## config.mk

```make
export PLATFORM = sky130hd
export DESIGN_NAME = pc_sequencer
export DESIGN_NICKNAME = d
export VERILOG_FILES = /design/src/rtl/pc_sequencer.sv
export SDC_FILE = /design/constraint.sdc
export NUM_CORES = 1
export LEC_CHECK = 0
export ABC_AREA = 1
export CAP_MARGIN = 20
export CELL_PAD_IN_SITES_DETAIL_PLACEMENT = 1
export CELL_PAD_IN_SITES_GLOBAL_PLACEMENT = 1
export CORE_ASPECT_RATIO = 1.2
export CORE_UTILIZATION = 31
export CTS_CLUSTER_SIZE = 12
export DETAILED_ROUTE_END_ITERATION = 10
export PLACE_DENSITY = 0.88
export SETUP_SLACK_MARGIN = 0.1
export SYNTH_ARGS = -nofsm -noshare
export SYNTH_HDL_FRONTEND = slang
export SYNTH_SLANG_ARGS = --single-unit
```

## constraint.sdc

```tcl
create_clock -name clk -period 5.1 [get_ports clk]
set_clock_uncertainty 0.05 [all_clocks]
set_input_delay 1.02 -clock clk [delete_from_list [all_inputs] [get_ports clk]]
set_output_delay 1.02 -clock clk [all_outputs]
set_load 0.02 [all_outputs]
```

## src/rtl/pc_sequencer.sv

```systemverilog
// Run-control and next-address stage feeding the i281 program-counter register.
// Chooses execute cycles (free-run, single-step or halt) and computes the next PC.
module pc_sequencer #(
    parameter int unsigned N        = 16,
    parameter int unsigned PRESCALE = 1,
    parameter int unsigned OFF_W    = 8
) (
    input  logic             clk,
    input  logic             clrn,
    input  logic             run_sw,
    input  logic             step_btn,
    input  logic             halt_req,
    input  logic             branch_taken,
    input  logic [OFF_W-1:0] branch_offset,
    input  logic [N-1:0]     pc_q,
    output logic [N-1:0]     next_pc,
    output logic             pc_load,
    output logic             exec_en,
    output logic [1:0]       state
);

    localparam int unsigned CNT_W = (PRESCALE > 1) ? $clog2(PRESCALE) : 1;
    localparam logic [CNT_W-1:0] CNT_LAST = CNT_W'(PRESCALE - 1);

    typedef enum logic [1:0] {
        IDLE = 2'b00,
        RUN  = 2'b01,
        HALT = 2'b10,
        STEP = 2'b11
    } state_t;

    state_t           st;
    logic [CNT_W-1:0] count;
    logic             sync1, sync2, step_hist;
    logic             step_edge;
    logic             tick;
    logic [N-1:0]     off_ext;

    // Two-flop synchronizer plus one history flop for rising-edge detection.
    always_ff @(posedge clk or negedge clrn) begin
        if (!clrn) begin
            sync1     <= 1'b0;
            sync2     <= 1'b0;
            step_hist <= 1'b0;
        end else begin
            sync1     <= step_btn;
            sync2     <= sync1;
            step_hist <= sync2;
        end
    end

    assign step_edge = sync2 & ~step_hist;
    assign tick      = (st == RUN) && (count == CNT_LAST);

    // A run_sw drop suppresses a coinciding tick so leaving RUN never executes.
    assign exec_en = ((st == RUN) && tick && run_sw) || (st == STEP);
    assign pc_load = exec_en & ~halt_req;
    assign state   = st;

    assign off_ext = {{(N - OFF_W){branch_offset[OFF_W-1]}}, branch_offset};
    assign next_pc = pc_q + N'(1) + (branch_taken ? off_ext : '0);

    always_ff @(posedge clk or negedge clrn) begin
        if (!clrn) begin
            st    <= IDLE;
            count <= '0;
        end else begin
            unique case (st)
                IDLE: begin
                    count <= '0;
                    if (run_sw) begin
                        st <= RUN;
                    end else if (step_edge) begin
                        st <= STEP;
                    end
                end
                RUN: begin
                    if (!run_sw) begin
                        st    <= IDLE;
                        count <= '0;
                    end else if (exec_en && halt_req) begin
                        st    <= HALT;
                        count <= '0;
                    end else begin
                        count <= tick ? '0 : count + CNT_W'(1);
                    end
                end
                STEP: begin
                    count <= '0;
                    st    <= halt_req ? HALT : IDLE;
                end
                HALT: begin
                    count <= '0;
                    if (!run_sw) begin
                        st <= IDLE;
                    end
                end
            endcase
        end
    end

endmodule
```

==> impl_metrics.yaml, run 1 <==
final_layout:
  multi_input_area_um2: 913.4
  layout.area.seq_um2: 150.1
  antenna_cells: 0
  final_common_cell: "nand2_1"
  area_growth_pct: 43.21
  layout_common_cells: "71 x nand2_1, 49 x clkdlybuf4s50_1, 40 x inv_1"
  num-fill-cells: 560
  drive_gt1_frac: 0.08679
  fin_nets: 305
setup_path:
  reg2reg_slack_ps: 3760
  arrival_ps: 3610
  start_kind: "primary input"
  end_kind: "output pin"
  reg2regPathDepth: 6
  crit_type: "primary input to output pin"
  worstPathRequired_ps: 4030
  r2r_end: "state[1]$_DFFE_PN0P_"
  timing.rr.start: "state[0]$_DFFE_PN0P_"
  crit_fanout: 8
sta:
  maxSlewHeadroom: 0.6596
  post-route-period-util: 0.9167
  max_freq_mhz: 213.9
  min_period_ps: 4675
  setup_ws_ps: 424.8
  tightest_slew_ps: 509.0
  final-hold-violation-count: 0
  finalSetupViolCount: 0
  rsz0062_at_grt: "no"
  slew_viol_final: 0
  finalSetupTns_ps: 0
routing:
  drc: 0
  dr.pass1.iters: 4
  ant_nets: 0
  wire_per_inst_um: 12.03
  drt-initial-drc-count: 26
  wl_um: 3837
  num_vias: 1457
  viasPerCell: 4.567
global_route:
  grtUsageMet3: 0.03387
  antenna_found_initial: 0
  grt_pass1_wl_um: 6472
  grt-busiest-layer: "met2"
  grt_pass1_vias: 1486
  grt_usage: 0.1919
  use_met2: 0.3651
  grt_overflow: 0
  grt_max_degree: 16
  met1_usage: 0.2259
floorplanning:
  core_area_um2: 3941
  rows: 25
  io_pins: 50
  die_area_um2: 4391
  initial_utilization: 0.3248
  die_w_um: 60.66
  die_y_um: 72.39
power_and_ir_drop:
  powerDensity_nw_per_um2: 226.3
  vdd_drop_max_mv: 0.1730
  design_power_total_mw: 0.4148
  clkPwrFrac: 0.173
  p_comb_frac: 0.664
  internal-power_mw: 0.2313
  p_leak_nw: 0.9934
  swShare: 0.4425
  power_frac_seq: 0.162
  p_sw_mw: 0.1835
clock_tree:
  cts_resized: 0
  insertion_delay_ps: 230
  clkSlewWorstSetupHoldPaths_ps: 30
  cts_buffer_depth: 2
  cts_root_buf: "clkbuf_8"
  htreeDepth: 1
  cts_buffers: 3
  cts_tree: "built"
  cts_hold_repair.buffers: 0
  numClockSinks: 6
  postCtsSetupRepairBufs: 0
synthesis:
  async_reset_ff_frac: 1.000
  syn_avg_cell_area_um2: 5.926
  synth_cells: 216
  synth_xor_area_frac: 0.08798
  synth_edf_count: 0
  ys_ff_latch: 6
  ys_seq_area_frac: 0.1173
  synth-simple-area-share: 0.4477
  synth_top_family_by_area: "simple AND/OR/NAND/NOR gates"
  synth_mux_area_frac: 0
  synth-main-ff-cell: "dfrtp_1"
  synth_cell_types: 34
  yosys_warnings: 0
  synthAdderAreaFrac: 0.08407
  syn-num-nets: 254
  netlist_area_um2: 1280
  synth_compound_area_frac: 0.09091
job:
  maxCapViolCount: 0
hold_path:
  min_path_type: "flip-flop to flip-flop"
  hp-start: "sync1$_DFF_PN0_"
  min_path_cells: 0
  hold_end: "sync2$_DFF_PN0_"
outcome:
  status: "completed"
place:
  dp_hpwl_um: 3337
  io_buffers: 49
  post-place-ws_ps: 390.9
  gp_congestion: 0.8442
-- layer usage --
metal	vias to the layer above	routed length [µm]
li1	765	-
met1	660	1705
met2	32	2021
met3	0	110
met4	0	0
met5	-	0
-- synth_stat cells, types with 2 or more instances --
master   instances  area [µm²]
nor2_2           3       18.77
a21oi_1          5       25.02
nand3_1         21       105.1
nand2_1         71       266.5
buf_6            3       33.78
inv_2            2       7.510
inv_1           40       150.1
nor2_1          12       45.04
ha_1             7       87.58
xor2_1          10       87.58
o21ai_0          5       25.02
dfrtp_1          6       150.1
nand2_4          4       45.04
nand2_2          5       31.28
nand4_1          3       18.77
-- state kept, by name, indices dropped and copies added, names as in the netlist --
signal and flops:
step_hist 1, sync2 1, state 2, count 1, sync1 1
-- worst max-delay path by stage --
stage                       from     endpoint  slack (ps)  depth (start not counted)
finish              branch_taken  next_pc[12]         420                         13
global route        branch_taken  next_pc[12]         220                         13
CTS                 branch_taken  next_pc[12]         380                         13
detailed placement  branch_taken  next_pc[12]         390                         13
global placement    branch_taken  next_pc[12]         520                         13
floorplan           branch_taken   next_pc[8]        1420                         11
-- per-stage QoR --
| stage | util | instance area, µm² | cells | hold WS (ps) |
|---|---|---|---|---|
| final | 0.4651 | 1833 | 319 | 294.3 |
| after global routing | 0.4651 | 1833 | 319 | 314.2 |
| after CTS | 0.4651 | 1833 | 319 | 296.8 |
| after detailed placement | 0.4546 | 1792 | 316 | 288.9 |
| after global placement | 0.4546 | 1792 | 316 | 284.2 |
| after floorplan | - | 1280 | 216 | 281.2 |
-- power by group through the flow --
stage / registers, mW / clock network, mW / logic, mW
2_1_floorplan: 0.0752 / 0 / 0.150
3_3_place_gp: 0.0678 / 0 / 0.270
3_5_place_dp: 0.0676 / 0 / 0.276
4_1_cts: 0.0671 / 0.0729 / 0.279
5_1_grt: 0.0689 / 0.0751 / 0.303
6_report: 0.0673 / 0.0720 / 0.276
-- cell families (layout without fill, tap and decap cells) --
kind of cell	count (synthesis)	after routing
and+or+nand+nor	123	123
buffers and inverters	47	96
AOI/OAI and AO/OA	19	19
xor gates and xnor gates	12	12
adders and majority gates	8	8
DFF	6	6
other	1	1
-- cell type report --
type | count | area share
multi-input combinational | 163 | 0.4983
clock buffer | 3 | 0.02253
timing repair buffer | 50 | 0.2717
inverter | 43 | 0.08874
tap | 54 | 0.03686
sequential | 6 | 0.08191
-- worst max-delay path: stages --
cell,delay (ps)
clkdlybuf4s50_1,560
nand2_1,130
ha_1,150
inv_1,80
fa_1,430
nand2_1,100
nand3_1,140
nand2_1,90
nand2_1,70
nand2_1,80
nand3_1,70
nand2_1,70
clkdlybuf4s50_1,610
(Power assumes the default switching activity.)
==> run 2, diff against run 1 <==
CORE_MARGIN = 3   (was default)
==> run 2 against run 1 <==
Critical path depth unchanged; sequential power up 1%; global-route usage down 2.4 points; non-clock buffer count is the same; final cell count shrank 0.63%; final area down 0.14%; clock-buffer cell count unchanged; wire length barely moved; fmax grew 1.1%.
==> impl_metrics.yaml, run 2 (synthesis gave the netlist of run 1 again) <==
outcome:
  status: "completed"
sta:
  finalSetupViolCount: 0
  whs_ps: 310.2
  rsz0062_at_grt: "no"
  slew_viol_final: 0
  finalSetupTns_ps: 0
  tightest_slew_ps: 511.9
  final-hold-violation-count: 0
  max_freq_mhz: 216.1
  min_period_ps: 4627
  maxSlewHeadroom: 0.6577
  post-route-period-util: 0.9072
routing:
  viasPerCell: 4.688
  ant_nets: 0
  num_vias: 1486
  drc: 0
  wire_per_inst_um: 12.11
  dr.pass1.iters: 4
  drt-initial-drc-count: 41
  wl_um: 3838
place:
  dp_cells: 314
  io_buffers: 49
  gp_congestion: 0.8113
  dp_hpwl_um: 3464
power_and_ir_drop:
  internal-power_mw: 0.2312
  p_leak_nw: 0.9934
  p_sw_mw: 0.1809
  p_comb_frac: 0.657
  vdd_drop_max_mv: 0.1656
  powerDensity_nw_per_um2: 225.1
  clkPwrFrac: 0.177
  power_frac_seq: 0.165
  swShare: 0.4390
global_route:
  grt_overflow: 0
  antenna_found_initial: 0
  grt_pass1_wl_um: 6734
  grt_usage: 0.1674
  grt_pass1_vias: 1559
  grt_max_degree: 16
final_layout:
  num-fill-cells: 537
  antenna_cells: 0
  multi_input_area_um2: 913.4
  layout_common_cells: "71 x nand2_1, 49 x clkdlybuf4s50_1, 40 x inv_1"
  final_cells: 317
  fin_nets: 305
  largest_reg_flops: 2
  final_common_cell: "nand2_1"
  layout.area.seq_um2: 150.1
  drive_gt1_frac: 0.08679
  area_growth_pct: 43.01
floorplanning:
  die_y_um: 76.39
  rows: 24
  die_w_um: 64.66
  initial_utilization: 0.3356
  die_area_um2: 4939
  io_pins: 50
  core_area_um2: 3814
setup_path:
  crit_type: "primary input to output pin"
  crit_fanout: 8
  start_kind: "primary input"
  end_kind: "output pin"
  worstPathRequired_ps: 4030
  arrival_ps: 3560
clock_tree:
  cts_tree: "built"
  postCtsSetupRepairBufs: 0
  cts_hold_repair.buffers: 0
  numClockSinks: 6
  cts_root_buf: "clkbuf_8"
  htreeDepth: 1
  clkSlewWorstSetupHoldPaths_ps: 30
  cts_buffer_depth: 2
  insertion_delay_ps: 230
  cts_resized: 0
  cts_buffers: 3
job:
  maxCapViolCount: 0
hold_path:
  min_path_type: "flip-flop to flip-flop"
[run 2: cell counts in the layout (fill, tap and decap cells not counted)]
No cell type changed its count.
[run 2: worst max-delay path, cell delays in order]
cell,delay (ps)
clkdlybuf4s50_1,530
nand2_1,120
ha_1,150
inv_1,70
fa_1,420
nand2_1,90
nand3_1,140
nand2_1,110
nand2_1,80
nand2_1,90
nand3_1,70
nand2_1,70
clkdlybuf4s50_1,590
[run 2: through the flow]
step             util  setup slack, ps  area, µm²  power [mW]
2_1_floorplan       -             1419       1280      0.2248
3_3_place_gp   0.4692            550.7       1789      0.3352
3_5_place_dp   0.4692            438.7       1789      0.3417
4_1_cts        0.4800            439.7       1831      0.4186
5_1_grt        0.4800            226.3       1831      0.4465
6_report       0.4800            473.5       1831      0.4121
[run 2: worst paths after layout]
kind                                       from                    to  slack [ps]  cells past startpoint
max in group asynchronous                  clrn       sync2$_DFF_PN0_        3800                      1
hold reg to reg                 sync1$_DFF_PN0_       sync2$_DFF_PN0_         310                      0
setup reg to reg           state[0]$_DFFE_PN0P_  state[1]$_DFFE_PN0P_        3760                      6
setup / recovery                   branch_taken           next_pc[12]         470                     13
hold / removal                  sync1$_DFF_PN0_       sync2$_DFF_PN0_         310                      0
min in group asynchronous                  clrn   step_hist$_DFF_PN0_         980                      1
[run 2: power groups by stage]
stage / Combinational (mW) / Sequential, mW / Clock (mW)
floorplan: 0.150 / 0.0752 / 0
global placement: 0.267 / 0.0685 / 0
detailed placement: 0.273 / 0.0686 / 0
CTS: 0.274 / 0.0683 / 0.0760
global route: 0.298 / 0.0702 / 0.0778
finish: 0.271 / 0.0682 / 0.0731
[run 2: routing by layer]
layer	global-route usage	vias to the layer above	share of wire
met2	0.3161	25	0.53
li1	-	763	-
met3	0.01770	4	0.019
met4	0.03805	0	0.0073
met5	0	-	0
met1	0.1971	694	0.44
[run 2: final cells by class]
| class | instances | share of cell area |
|---|---|---|
| sequential | 6 | 0.08202 |
| clock buffer | 3 | 0.02256 |
| tap | 52 | 0.03554 |
| multi-input combinational | 163 | 0.4990 |
| inverter | 43 | 0.08886 |
| timing repair buffer | 50 | 0.2720 |
